$ cat src/rtl/vedic_dot_accum.sv
// vedic_dot_accum: sums every LEN consecutive unsigned multiplier products into one dot-product term.
// Latency: dot_valid rises right after the edge that accepts the LEN-th product (FIFO empty).
// Backpressure: none toward the multiplier; a completed sum that meets a full 2-entry FIFO with no pop is dropped and sets overflow.
//
// Ports:
//   clk, rst_n          - clock (rising edge), asynchronous active-low reset
//   prod_in, prod_valid - product from the multiplier, qualified for one cycle
//   clear               - synchronous flush of partial sum, count, overflow, acc_wrap (FIFO untouched)
//   dot_out, dot_valid  - FIFO head and non-empty flag
//   dot_ready           - consumer accepts the head entry
//   count               - products in the current partial sum
//   overflow            - sticky: a completed sum was dropped
//   acc_wrap            - sticky: accumulator carried out of bit ACC_W-1
//
// Optional feature: define VEDIC_DOT_SAT_EN for a saturating accumulator
// (default build wraps modulo 2^ACC_W). ACC_W must be >= PROD_W and LEN >= 1.

module vedic_dot_accum #(
  parameter int PROD_W = 64,
  parameter int ACC_W  = 72,
  parameter int LEN    = 8,
  localparam int CNT_W = $clog2(LEN + 1)
) (
  input  logic              clk,
  input  logic              rst_n,
  input  logic [PROD_W-1:0] prod_in,
  input  logic              prod_valid,
  input  logic              clear,
  output logic [ACC_W-1:0]  dot_out,
  output logic              dot_valid,
  input  logic              dot_ready,
  output logic [CNT_W-1:0]  count,
  output logic              overflow,
  output logic              acc_wrap
);

  typedef enum logic {ST_ACC, ST_EMIT} state_t;

  state_t state, state_nxt;

  logic [ACC_W-1:0] acc;
  logic [ACC_W-1:0] acc_base;
  logic [CNT_W-1:0] cnt_base;
  logic [ACC_W:0]   sum_ext;
  logic [ACC_W-1:0] sum_val;
  logic             carry;
  logic             accept;
  logic             last;
  logic             push;
  logic             pop;
  logic             full;
  logic             wr_en;
  logic             drop;

  logic [ACC_W-1:0] mem [2];
  logic             wr_ptr;
  logic             rd_ptr;
  logic [1:0]       occ;

  // ---------------------------------------------------------------------------
  // Datapath
  // ---------------------------------------------------------------------------
  assign accept = prod_valid & ~clear;

  // In EMIT the previous sum has just left; acc/count are already zero, so
  // the next product always starts a fresh sum.
  assign acc_base = (state == ST_EMIT) ? '0 : acc;
  assign cnt_base = (state == ST_EMIT) ? '0 : count;
  assign last     = (cnt_base == CNT_W'(LEN - 1));

  assign sum_ext = {1'b0, acc_base} + {{(ACC_W + 1 - PROD_W){1'b0}}, prod_in};
  assign carry   = sum_ext[ACC_W];

`ifdef VEDIC_DOT_SAT_EN
  // Once pinned at all-ones any further add carries again, so acc stays put.
  assign sum_val = carry ? {ACC_W{1'b1}} : sum_ext[ACC_W-1:0];
`else
  assign sum_val = sum_ext[ACC_W-1:0];
`endif

  assign push  = accept & last;
  assign pop   = dot_valid & dot_ready;
  assign full  = (occ == 2'd2);
  assign wr_en = push & (~full | pop);
  assign drop  = push & full & ~pop;

  // ---------------------------------------------------------------------------
  // State machine
  // ---------------------------------------------------------------------------
  always_ff @(posedge clk or negedge rst_n) begin
    if (!rst_n) state <= ST_ACC;
    else        state <= state_nxt;
  end

  // EMIT normally lasts one cycle; with LEN=1 a product accepted in EMIT
  // completes another sum immediately, which re-enters EMIT.
  always_comb begin
    state_nxt = ST_ACC;
    if (push) state_nxt = ST_EMIT;
  end

  // ---------------------------------------------------------------------------
  // Accumulator, count and sticky flags
  // ---------------------------------------------------------------------------
  always_ff @(posedge clk or negedge rst_n) begin
    if (!rst_n) begin
      acc      <= '0;
      count    <= '0;
      overflow <= 1'b0;
      acc_wrap <= 1'b0;
    end else if (clear) begin
      acc      <= '0;
      count    <= '0;
      overflow <= 1'b0;
      acc_wrap <= 1'b0;
    end else begin
      if (accept) begin
        if (last) begin
          acc   <= '0;
          count <= '0;
        end else begin
          acc   <= sum_val;
          count <= cnt_base + CNT_W'(1);
        end
        if (carry) acc_wrap <= 1'b1;
      end
      if (drop) overflow <= 1'b1;
    end
  end

  // ---------------------------------------------------------------------------
  // 2-entry output FIFO; a push into a full FIFO is kept only if the head
  // pops on the same edge.
  // ---------------------------------------------------------------------------
  always_ff @(posedge clk or negedge rst_n) begin
    if (!rst_n) begin
      mem[0] <= '0;
      mem[1] <= '0;
      wr_ptr <= 1'b0;
      rd_ptr <= 1'b0;
      occ    <= 2'd0;
    end else begin
      if (wr_en) begin
        mem[wr_ptr] <= sum_val;
        wr_ptr      <= ~wr_ptr;
      end
      if (pop) rd_ptr <= ~rd_ptr;
      case ({wr_en, pop})
        2'b10:   occ <= occ + 2'd1;
        2'b01:   occ <= occ - 2'd1;
        default: occ <= occ;
      endcase
    end
  end

  assign dot_valid = (occ != 2'd0);
  assign dot_out   = dot_valid ? mem[rd_ptr] : '0;

endmodule

$ cat config.mk
export PLATFORM = sky130hd
export DESIGN_NAME = vedic_dot_accum
export DESIGN_NICKNAME = d
export VERILOG_FILES = /design/src/rtl/vedic_dot_accum.sv
export SDC_FILE = /design/constraint.sdc
export NUM_CORES = 1
export LEC_CHECK = 0
export BUFFER_PORTS_ARGS = -buffer_cell sky130_fd_sc_hd__buf_2
export CAP_MARGIN = 10
export CORE_AREA = 2 2 221 223
export CTS_CLUSTER_DIAMETER = 120
export DETAILED_ROUTE_END_ITERATION = 8
export DIE_AREA = 0 0 223 225
export PLACE_DENSITY = 0.54
export SYNTH_ARGS = -nofsm -noshare
export SYNTH_HDL_FRONTEND = slang
export SYNTH_SLANG_ARGS = --single-unit
$ cat constraint.sdc
create_clock -name clk -period 6.5 [get_ports clk]
set_input_delay 1.3 -clock clk [delete_from_list [all_inputs] [get_ports clk]]
set_output_delay 1.3 -clock clk [all_outputs]
set_load 0.1 [all_outputs]
Word level (Yosys, flattened, before mapping)

Index checks and enable logic that the tools add are counted.

Bits in registers: 227
Output and inout port bits: 79
Logic and storage cells: 64
Input bits: 69

Multiplexer cells: 22
Order comparisons: 3
Bitwise operators: 14
Reductions and logical operators: 7
Equality and inequality tests: 4
Add/subtract/negate cells: 4

Operators with widths:

| cell                | number |
|---|---|
| $mux 72             | 9 |
| $bwmux 144          | 1 |
| $add 72x64->73      | 1 |
| $demux 72 s1        | 1 |
| $mux 4              | 4 |
| $reduce_bool 2->1   | 5 |
| $and 1x1->1         | 6 |
| $mux 1              | 6 |
| $not 1->1           | 5 |
| $add 4x1->4 const B | 1 |
| $eq 2x2->1 const B  | 2 |
| $eq 4x3->1 const B  | 1 |
| $ge 2x2->1 const B  | 2 |
| $not 1->2           | 2 |
| $pmux 2 s2          | 1 |
| $add 2x1->2 const B | 1 |
| $eq 2x1->1 const B  | 1 |
| $lt 2x1->1 const B  | 1 |
| $reduce_and 2->1    | 1 |
| $sub 2x1->2 const B | 1 |
| $logic_and 1x1->1   | 1 |
| $or 1x1->1          | 1 |

Longest topological paths before layout

Word-level depth: 7
Mapped depth: 15
Mapped depth without buffers: 14

Worst setup path after synthesis

OpenSTA, ideal clock, no wires.

Path kind: input-to-reg
Start: input prod_in[0]
End: register mem[128] (netlist name)
Stages: 13
Data required time: 6375 ps
Library setup time: 125 ps
Setup slack: 2364 ps
Arrival time: 4011 ps
Buffers on the path: 0
Cells stage by stage: ha_1 inv_1 fa_1 nand2b_1 a2111oi_2 o31ai_1 a211o_1 a2111oi_2 a21o_2 a21oi_2 o21bai_2 xnor2_1 mux2_2

Longest elaborated chain between the ends: 2

RTL lines:

| element                         | RTL line | RTL |
|---|---|---|
| from (decl)                     | 26       | `input logic [PROD_W-1:0] prod_in,` |
| $add 72x64->73                  | 71       | `assign sum_ext = {1'b0, acc_base} + {{(ACC_W + 1 - PROD_W){1'b0}}, prod_in};` |
| $bwmux 144                      | 144      | `mem[wr_ptr] <= sum_val;` |
| to (signal, indexed assignment) | 144      |  |
| to (decl)                       | 55       | `logic [ACC_W-1:0] mem [2];` |

No other way between the ends.
A chain may end at the register's enable or synchronous reset.

Worst setup path in the final report

Start: input prod_in[0]
End: register acc[66]

Longest elaborated chain between the ends: 4

RTL lines:

| element              | RTL line | RTL |
|---|---|---|
| $add 72x64->73       | 71       |  |
| $mux 72              | 118      | `if (last) begin` |
| $mux 72              | 117      | `if (accept) begin` |
| $mux 72              | 111      | `end else if (clear) begin` |
| to (signal assigned) | 122      | `acc <= sum_val;` |
| to (decl)            | 41       | `logic [ACC_W-1:0] acc;` |

No other way between the ends. The select of a mux whose other input is x is not followed.

==> qor.yml <==
status: "completed"
instances_no_fill: 2256
synth_top_cell_by_area: "dfrtp_1"
setup_viol: 0
vias_per_cell: 5.136
p_leak_nw: 8.379
p_per_area_mw_per_mm2: 309.9
syn-cell-area_mm2: 0.01420
rsz0062_at_grt: "false"
max_slew_margin_pct: 30.87
num_vias: 11590
end_kind: "flip-flop"
die_x_um: 223
hold_viol: 0
pin_count: 148
dp_hpwl_mm: 29.60
place_congestion: 0.8282
grt_pass1_vias: 11630
synth_cells: 1535
cts_made_buffers: 27
r2r-end: "acc[66]"
avgSynthCellArea_um2: 9.252
io_buffer_count: 147
hp-class: "flip-flop to flip-flop"
synth_top_cell_area_share_pct: 40.00
cts.path.max_buffers: 3
max_freq_mhz: 222.3
grt-ovfl-total: 0
min_to: "mem[132]"
critical_path_class: "primary input to flip-flop"
reg2reg_depth: 13
cap_violations: 0
ff2ff_setup_slack_ps: 2140
start_util_pct: 29.87
synth_area_leaders: "dfrtp_1, mux2_2, nand2_1"
synthToLayoutAreaGrowth_pct: 14.95
grt_usage_pct: 16.36
cp-start-kind: "primary input"
clkTransAtPathRegs_ps: 60
drtAntennaViolNets: 0
hp-start: "mem[132]"
wl_per_cell_um: 18.41
tightestPinTransition_ps: 1034
dpl.cell_count: 2207
cp.required_ps: 6930
synth_cell_types: 67
cts_sinks: 227
drc: 0
clkLatencyLatePin_ps: 550
synth_ff_type: "dfrtp_1"
layout.nets: 1757
crit_arrival_ps: 4930
ys_seq_area_share_pct: 40.00
skew_ps: 13.12
syn-num-nets: 1671
drv_slew: 0
ctsResizeCount: 0
rows: 80
whs_path_depth: 2
antenna_cells: 0
synth-seq-cells: 227
grt_max_degree: 151
synth-edff-count: 0
antenna_found_initial: 0
period_share_pct: 69.22
min_period_ps: 4499
async_flop_share_pct: 100.0
final_util_pct: 34.33
finalSetupTns_ps: 0
die_h_um: 225
ys.warnings.count: 0
grt_pass1_wl_mm: 65.36
cts-root-buf: "clkbuf_16"
r2r-start: "state"
drt-pass1-iter-count: 5
htreeDepth: 1
die_area_mm2: 0.05018
cts_tree: "done"
vdd_drop_max_uv: 157.7
core_mm2: 0.04755
layout-drive-gt1-share_pct: 18.34
first_iter_violations: 841
postCtsSetupBuffers: 0
routed_wl_mm: 41.53
hold_buffers: 0
worstPathMaxFanout: 4
-- how the worst max path moves through the flow --
stage | startpoint | to | slack [ps] | cells past startpoint
6_report | prod_in[0] | acc[66] | 2000 | 14
5_1_grt | prod_in[0] | mem[66] | 1810 | 14
4_1_cts | prod_in[0] | acc[66] | 2030 | 14
3_5_place_dp | prod_in[0] | acc[66] | 1450 | 14
3_3_place_gp | prod_in[0] | acc[66] | 1470 | 14
2_1_floorplan | prod_in[0] | mem[128] | 2360 | 13
-- synthesized netlist by cell type, drive strengths merged (2+ instances only) --
| cell type | n |
|---|---|
| o31a | 5 |
| nand4 | 34 |
| dfrtp | 227 |
| o21ai | 75 |
| nor2 | 116 |
| o211ai | 5 |
| a21o | 40 |
| a21boi | 6 |
| a2111oi | 2 |
| o2111ai | 2 |
| a41oi | 3 |
| o22ai | 4 |
| xor2 | 28 |
| mux2i | 74 |
| a221o | 2 |
| nor3 | 6 |
| ha | 66 |
| nor4 | 3 |
| nor2b | 79 |
| a31oi | 8 |
| o32ai | 3 |
| or3 | 7 |
| or4 | 3 |
| xnor2 | 43 |
| o21a | 10 |
| and3 | 10 |
| a22o | 61 |
| mux2 | 78 |
| nand2b | 15 |
| nor3b | 2 |
| o21bai | 24 |
| inv | 28 |
| clkbuf | 73 |
| nand3 | 8 |
| nand2 | 227 |
| o31ai | 3 |
| and2 | 8 |
| buf | 28 |
| a32oi | 2 |
| a211oi | 5 |
| or2 | 4 |
| a21oi | 94 |
| o221ai | 2 |
| a221oi | 4 |
-- critical path, cell delays in order --
cell and delay [ps]:
buf_2 80, ha_1 150, inv_1 50, fa_1 400
nand2b_1 210, a2111oi_2 500, o21ai_1 150, a31oi_1 270
o21ai_0 250, o21ai_1 630, a211oi_2 250, o21ai_1 300
o22ai_1 130, a22o_1 240
-- area by class of cell --
type | instances | area, um^2
multi-input cells | 1179 | 8039
clock inverters | 10 | 113.9
fillers | 4868 | 31220
well taps | 615 | 769.5
flip-flops and latches | 227 | 5685
clock buffers | 39 | 770.7
repair buffers | 158 | 840.8
inverters | 28 | 105.1
-- where the power goes --
part	leakage (nW)	internal (W)	switching (W)
clock	0.427	0.000902	0.000624
sequential	3.08	0.00151	0.000135
combinational	4.87	0.000610	0.00128
total	8.38	0.00302	0.00203
-- placed cells by master (no fill, tap or decap), drive strengths merged, types with 34 or more instances in the layout --
cell type	count
a21o	40
a21oi	94
a22o	61
buf	158
clkbuf	39
dfrtp	227
ha	66
mux2	78
mux2i	74
nand2	227
nand4	34
nor2	116
nor2b	79
o21ai	75
xnor2	43
-- metal layers --
metal  GRT usage (%)  share of wire [%]  vias to the layer above
met3           1.656                3.5                       53
met2           27.01                 46                      264
met1           22.84                 48                     5696
li1                -                  -                     5574
met5               0                  0                        -
met4           4.438                2.4                        0
-- logic make-up (layout without fill, tap and decap cells) --
logic type      Yosys count  in the layout  synth area share [%]
buf+inv                 129            235                 3.709
flops                   227            227                 40.00
compound gates          364            364                 17.45
fa+ha+maj                67             67                 5.956
simple gates            525            525                 17.11
mux                     152            152                 11.40
xor+xnor                 71             71                 4.379
-- registers in the layout, summed over array words and instances (netlist names) --
name,count
mem,144
acc,72
count,4
occ,2
acc_wrap,1
overflow,1
rd_ptr,1
state,1
wr_ptr,1
-- metrics by stage --
| stage | cell area, um^2 | hold slack, ps | setup WS [ps] | power (W) |
|---|---|---|---|---|
| global placement | 15440 | 453.8 | 1467 | 0.003546 |
| CTS | 16320 | 469.5 | 2032 | 0.005115 |
| floorplan | 14200 | 438.0 | 2364 | 0.003093 |
| finish | 16320 | 467.8 | 2001 | 0.005058 |
| detailed placement | 15440 | 455.9 | 1448 | 0.003559 |
| global route | 16320 | 489.4 | 1814 | 0.005333 |
(Power assumes the default switching activity.)
